### config.mk
export PLATFORM = sky130hd
export DESIGN_NAME = if_stage
export DESIGN_NICKNAME = d
export VERILOG_FILES = /design/src/rtl/if_stage_pkg.sv /design/src/rtl/if_stage.sv
export SDC_FILE = /design/constraint.sdc
export NUM_CORES = 1
export LEC_CHECK = 0
export ABC_AREA = 1
export CAP_MARGIN = 5
export CORE_UTILIZATION = 44
export DETAILED_ROUTE_END_ITERATION = 10
export DONT_BUFFER_PORTS = 1
export PLACE_DENSITY = 0.72
export REMOVE_ABC_BUFFERS = 1
export SLEW_MARGIN = 20
export SYNTH_ARGS = -nofsm -noshare
export SYNTH_HDL_FRONTEND = slang
export SYNTH_SLANG_ARGS = --single-unit
### constraint.sdc
create_clock -name clk -period 1.1 [get_ports clk]
set_input_delay 0.165 -clock clk [delete_from_list [all_inputs] [get_ports clk]]
set_output_delay 0.165 -clock clk [all_outputs]
set_load 0.05 [all_outputs]
### src/rtl/if_stage_pkg.sv
// Shared fetch-stage definitions: data width, reset PC, the opcodes
// the fetch FSM decodes, and the fetch FSM state encoding.
package if_stage_pkg;

    localparam int          XLEN     = 8;
    localparam logic [7:0]  PC_RESET = 8'h00;

    localparam logic [3:0]  OP_LDI   = 4'b1000;
    localparam logic [3:0]  OP_HLT   = 4'b1111;

    typedef enum logic [1:0] {
        FETCH = 2'd0,
        IMM   = 2'd1,
        HALT  = 2'd2
    } fetch_state_e;

endpackage

### src/rtl/if_stage.sv
// Instruction fetch stage: walks the byte-wide instruction stream, assembles
// two-byte LDI instructions, stops on HLT and accepts redirects from EX.
module if_stage
    import if_stage_pkg::*;
(
    input  logic            clk,
    input  logic            rst,
    input  logic            stall_i,
    input  logic            br_taken_i,
    input  logic [XLEN-1:0] br_target_i,
    output logic [XLEN-1:0] imem_addr_o,
    input  logic [XLEN-1:0] imem_rdata_i,
    output logic [XLEN-1:0] ir_o,
    output logic [3:0]      regaddrc_o,
    output logic [XLEN-1:0] imm_o,
    output logic            valid_o,
    output logic [XLEN-1:0] pc_o
);

    logic [XLEN-1:0] pc_p0;
    logic [XLEN-1:0] ir_p1;
    logic [XLEN-1:0] imm_p1;
    logic [XLEN-1:0] pc_p1;
    logic            vld_p1;
    fetch_state_e    state;

    logic [3:0]      fetched_op;
    assign fetched_op = imem_rdata_i[7:4];

    // p0 -> p1: fetch pointer drives memory, fetched byte lands in IR/IMM
    always_ff @(posedge clk) begin
        if (!rst) begin
            pc_p0  <= PC_RESET;
            ir_p1  <= '0;
            imm_p1 <= '0;
            pc_p1  <= PC_RESET;
            vld_p1 <= 1'b0;
            state  <= FETCH;
        end else if (br_taken_i) begin
            // redirect beats stall and abandons any half-assembled LDI
            pc_p0  <= br_target_i;
            vld_p1 <= 1'b0;
            state  <= FETCH;
        end else if (!stall_i) begin
            case (state)
                FETCH: begin
                    ir_p1 <= imem_rdata_i;
                    pc_p1 <= pc_p0;
                    pc_p0 <= pc_p0 + 8'd1;
                    if (fetched_op == OP_LDI) begin
                        vld_p1 <= 1'b0;
                        state  <= IMM;
                    end else if (fetched_op == OP_HLT) begin
                        vld_p1 <= 1'b1;
                        state  <= HALT;
                    end else begin
                        vld_p1 <= 1'b1;
                        state  <= FETCH;
                    end
                end
                IMM: begin
                    imm_p1 <= imem_rdata_i;
                    pc_p0  <= pc_p0 + 8'd1;
                    vld_p1 <= 1'b1;
                    state  <= FETCH;
                end
                HALT: begin
                    vld_p1 <= 1'b0;
                end
                default: begin
                    vld_p1 <= 1'b0;
                    state  <= FETCH;
                end
            endcase
        end
    end

    assign imem_addr_o = pc_p0;
    assign ir_o        = ir_p1;
    assign regaddrc_o  = ir_p1[3:0];
    assign imm_o       = imm_p1;
    assign valid_o     = vld_p1;
    assign pc_o        = pc_p1;

endmodule

==> flow_summary.ini <==
[outcome]
outcome = finished with violations
violations = hold timing, setup timing

[drt]
drt-initial-drc-count = 59
wl_per_cell_um = 15.8
remaining_drc_errors = 0
drt-total-wl_um = 4750
via_count = 1593
viasPerCell = 5.31
drt-pass1-iter-count = 4
ant_nets = 0

[power_and_ir_drop]
p_per_area_mw_per_mm2 = 1350
leakage_nw = 0.983
vdd_drop_max_mv = 0.943

[synthesis]
synthArstFlopShare_pct = 0
ys_ff_latch = 35
synthTopCellsByArea = dfxtp_1, nor2_1, nand2_1, o21ai_0, a21oi_1
ys.flop_type = dfxtp_1
ys_seq_area_share_pct = 45.6
ys.warnings.count = 0
yosysUniqueCellTypes = 29
syn_area_mm2 = 0.00154
avgSynthCellArea_um2 = 7.92
syn_inst = 194
synth_edf_count = 0
synth_top_cell_by_area = dfxtp_1
synth_top_area_share_pct = 45.6

[global_route]
grt-ovfl-total = 0
grt_pass1_vias = 1422
grt_pass1_wl_um = 6240
grt_max_degree = 26
grtUsageTotal_pct = 23.1
antenna_found_initial = 0

[placed_design]
dp.cells = 278
hpwl_um = 2610
port_buffers = 0
gp_congestion = 0.787

[timing]
drv_slew = 0
worst_pin_slew_ns = 0.351
setup_violations = 28
rsz0062_at_grt = true
period_share_pct = 111
skew_ns = 0.0158
hold_viol_final = 23
setup_ws_ns = -0.116
slew_headroom_pct = 76.4
final.min_clock_period_ns = 1.22
fmax_ghz = 0.822
whs_ns = -0.111

[hold_path]
min_path_cells = 2
hold_class = in2reg
min_from = rst
hold-path-endpoint = ir_o[3]$_SDFFE_PN0P_

[clocking]
cts.sinks = 35
cts_tree = yes
htree_num_levels = 2
cts_root_buffer = clkbuf_4
clock_path_buffers = 2
numCtsBuffers = 5
clk_pin_slew_ns = 0.12
clock_latency_ns = 0.37

[setup_path]
rrSetupSlack_ns = -0.12
worst_ep_required_time_ns = 1.39
end_kind = flip-flop
start_kind = flip-flop
arrival_ns = 1.51
worstSetupPathType = reg2reg
r2r_end = imm_o[6]$_SDFFE_PN0P_
worstReg2RegStart = state[1]$_SDFFE_PP0P_
r2r_cells = 6
path_max_fanout = 6

[floorplanning]
die_area_mm2 = 0.00373
core_area_mm2 = 0.00334
die_w_um = 61.1
num_rows = 21
initial_core_util_pct = 46.0
die_h_um = 61.1
design.portCount = 57

[job]
cap_violations = 0

[finish]
diodes = 0
fin_util_pct = 71.2
area_growth_pct = 54.7
nFillCells = 239
nNetsFinal = 274
layout-drive-gt1-share_pct = 46.1
final_cells = 300
-- layer usage --
metal | vias to the layer above | GRT usage [%] | wire (um)
met5 | - | 0 | 0
met4 | 0 | 8.44 | 149
met3 | 18 | 7.77 | 280
met2 | 57 | 37.9 | 2440
met1 | 759 | 28.2 | 1880
li1 | 759 | - | -
-- report_power, final --
part / internal (W) / switching, W / total (W)
combinational: 0.000304 / 0.000482 / 0.000786
sequential: 0.00134 / 0.0000718 / 0.00141
clock: 0.000537 / 0.000474 / 0.00101
-- per-stage QoR --
stage	hold slack, ns	power (W)	worst slack (ns)	cell area, um^2	setup TNS [ns]
6_report	-0.111	0.00321	-0.116	2380	-1.45
5_1_grt	-0.115	0.00330	-0.204	2380	-3.88
4_1_cts	-0.100	0.00310	-0.0538	2200	-0.641
3_5_place_dp	0.285	0.00204	-0.0831	1880	-0.908
3_3_place_gp	0.284	0.00203	-0.0383	1880	-0.267
2_1_floorplan	0.273	0.00184	-0.416	1450	-3.40
-- cell usage in the layout, fill, tap and decap left out, types with 4 or more instances in the layout --
cell type	n
o21ai_0	5
inv_2	4
nand2_1	28
buf_12	5
a31oi_1	5
buf_6	27
dlygate4sd3_1	10
nor2_4	4
buf_4	15
dfxtp_2	19
nand3_1	7
a21oi_2	4
o21ai_2	9
inv_1	10
dfxtp_1	13
nor2_2	6
clkbuf_4	5
o21ai_1	11
a21oi_1	12
nor2_1	29
-- synthesized netlist by cell type (2+ instances only) --
cell	number
dfxtp_1	35
nor2_1	34
a21oi_1	14
nand3_1	7
nor2_2	2
a211oi_2	3
o21ai_0	20
nand4_1	2
a31oi_1	5
buf_4	4
clkbuf_1	2
a21oi_2	2
nand2_1	29
nor2_4	2
buf_6	3
inv_1	14
o21ai_2	2
o21ai_1	3
-- logic make-up after synthesis --
family	count (synthesis)	share of synthesized area, %
compound gates	51	19.9
fa+ha+maj	1	0.814
buf+inv	27	10.1
flops	35	45.6
simple gates	80	23.6
-- how the worst max path moves through the flow --
stage	end	slack (ns)	startpoint	cells past startpoint
global route	imm_o[0]$_SDFFE_PN0P_	-0.20	state[1]$_SDFFE_PP0P_	6
detailed placement	ir_o[2]$_SDFFE_PN0P_	-0.08	state[1]$_SDFFE_PP0P_	6
floorplan	imem_addr_o[6]$_SDFFE_PN0P_	-0.42	imem_addr_o[1]$_SDFFE_PN0P_	8
finish	imm_o[6]$_SDFFE_PN0P_	-0.12	state[1]$_SDFFE_PP0P_	6
global placement	imem_addr_o[6]$_SDFFE_PN0P_	-0.04	state[1]$_SDFFE_PP0P_	7
CTS	ir_o[6]$_SDFFE_PN0P_	-0.05	state[1]$_SDFFE_PP0P_	6
-- critical path, stage by stage (launching register included) --
cell,delay [ns]
dfxtp_2,0.36
nor2_4,0.14
nand2_4,0.13
nor2_4,0.20
buf_6,0.15
o21ai_2,0.05
a21oi_1,0.12
-- flip-flops by register name, indices dropped and copies added, names as in the netlist --
name         cells
imem_addr_o      8
imm_o            8
ir_o             8
state            2
pc_o             8
valid_o          1
-- layout make-up --
type | instances | area, um^2 | area share (%)
sequential | 35 | 736 | 30.9
timing repair buffer | 61 | 667 | 28.1
tap | 46 | 57.6 | 2.42
multi-input combinational | 133 | 758 | 31.9
inverter | 17 | 72.6 | 3.05
clock inverter | 2 | 35.0 | 1.47
clock buffer | 6 | 51.3 | 2.16
-- what timing repair did --
item | CTS | global route
endpoints found under the hold margin | 30 | 24
endpoints found under the setup margin | 43 | 61
gates resized for setup | 50 | 57
gates cloned | 1 | 1
pin swaps | 8 | 12
hold buffers | 9 | 1
setup buffers | 1 | 2
Power figures use the tool's default switching activity.
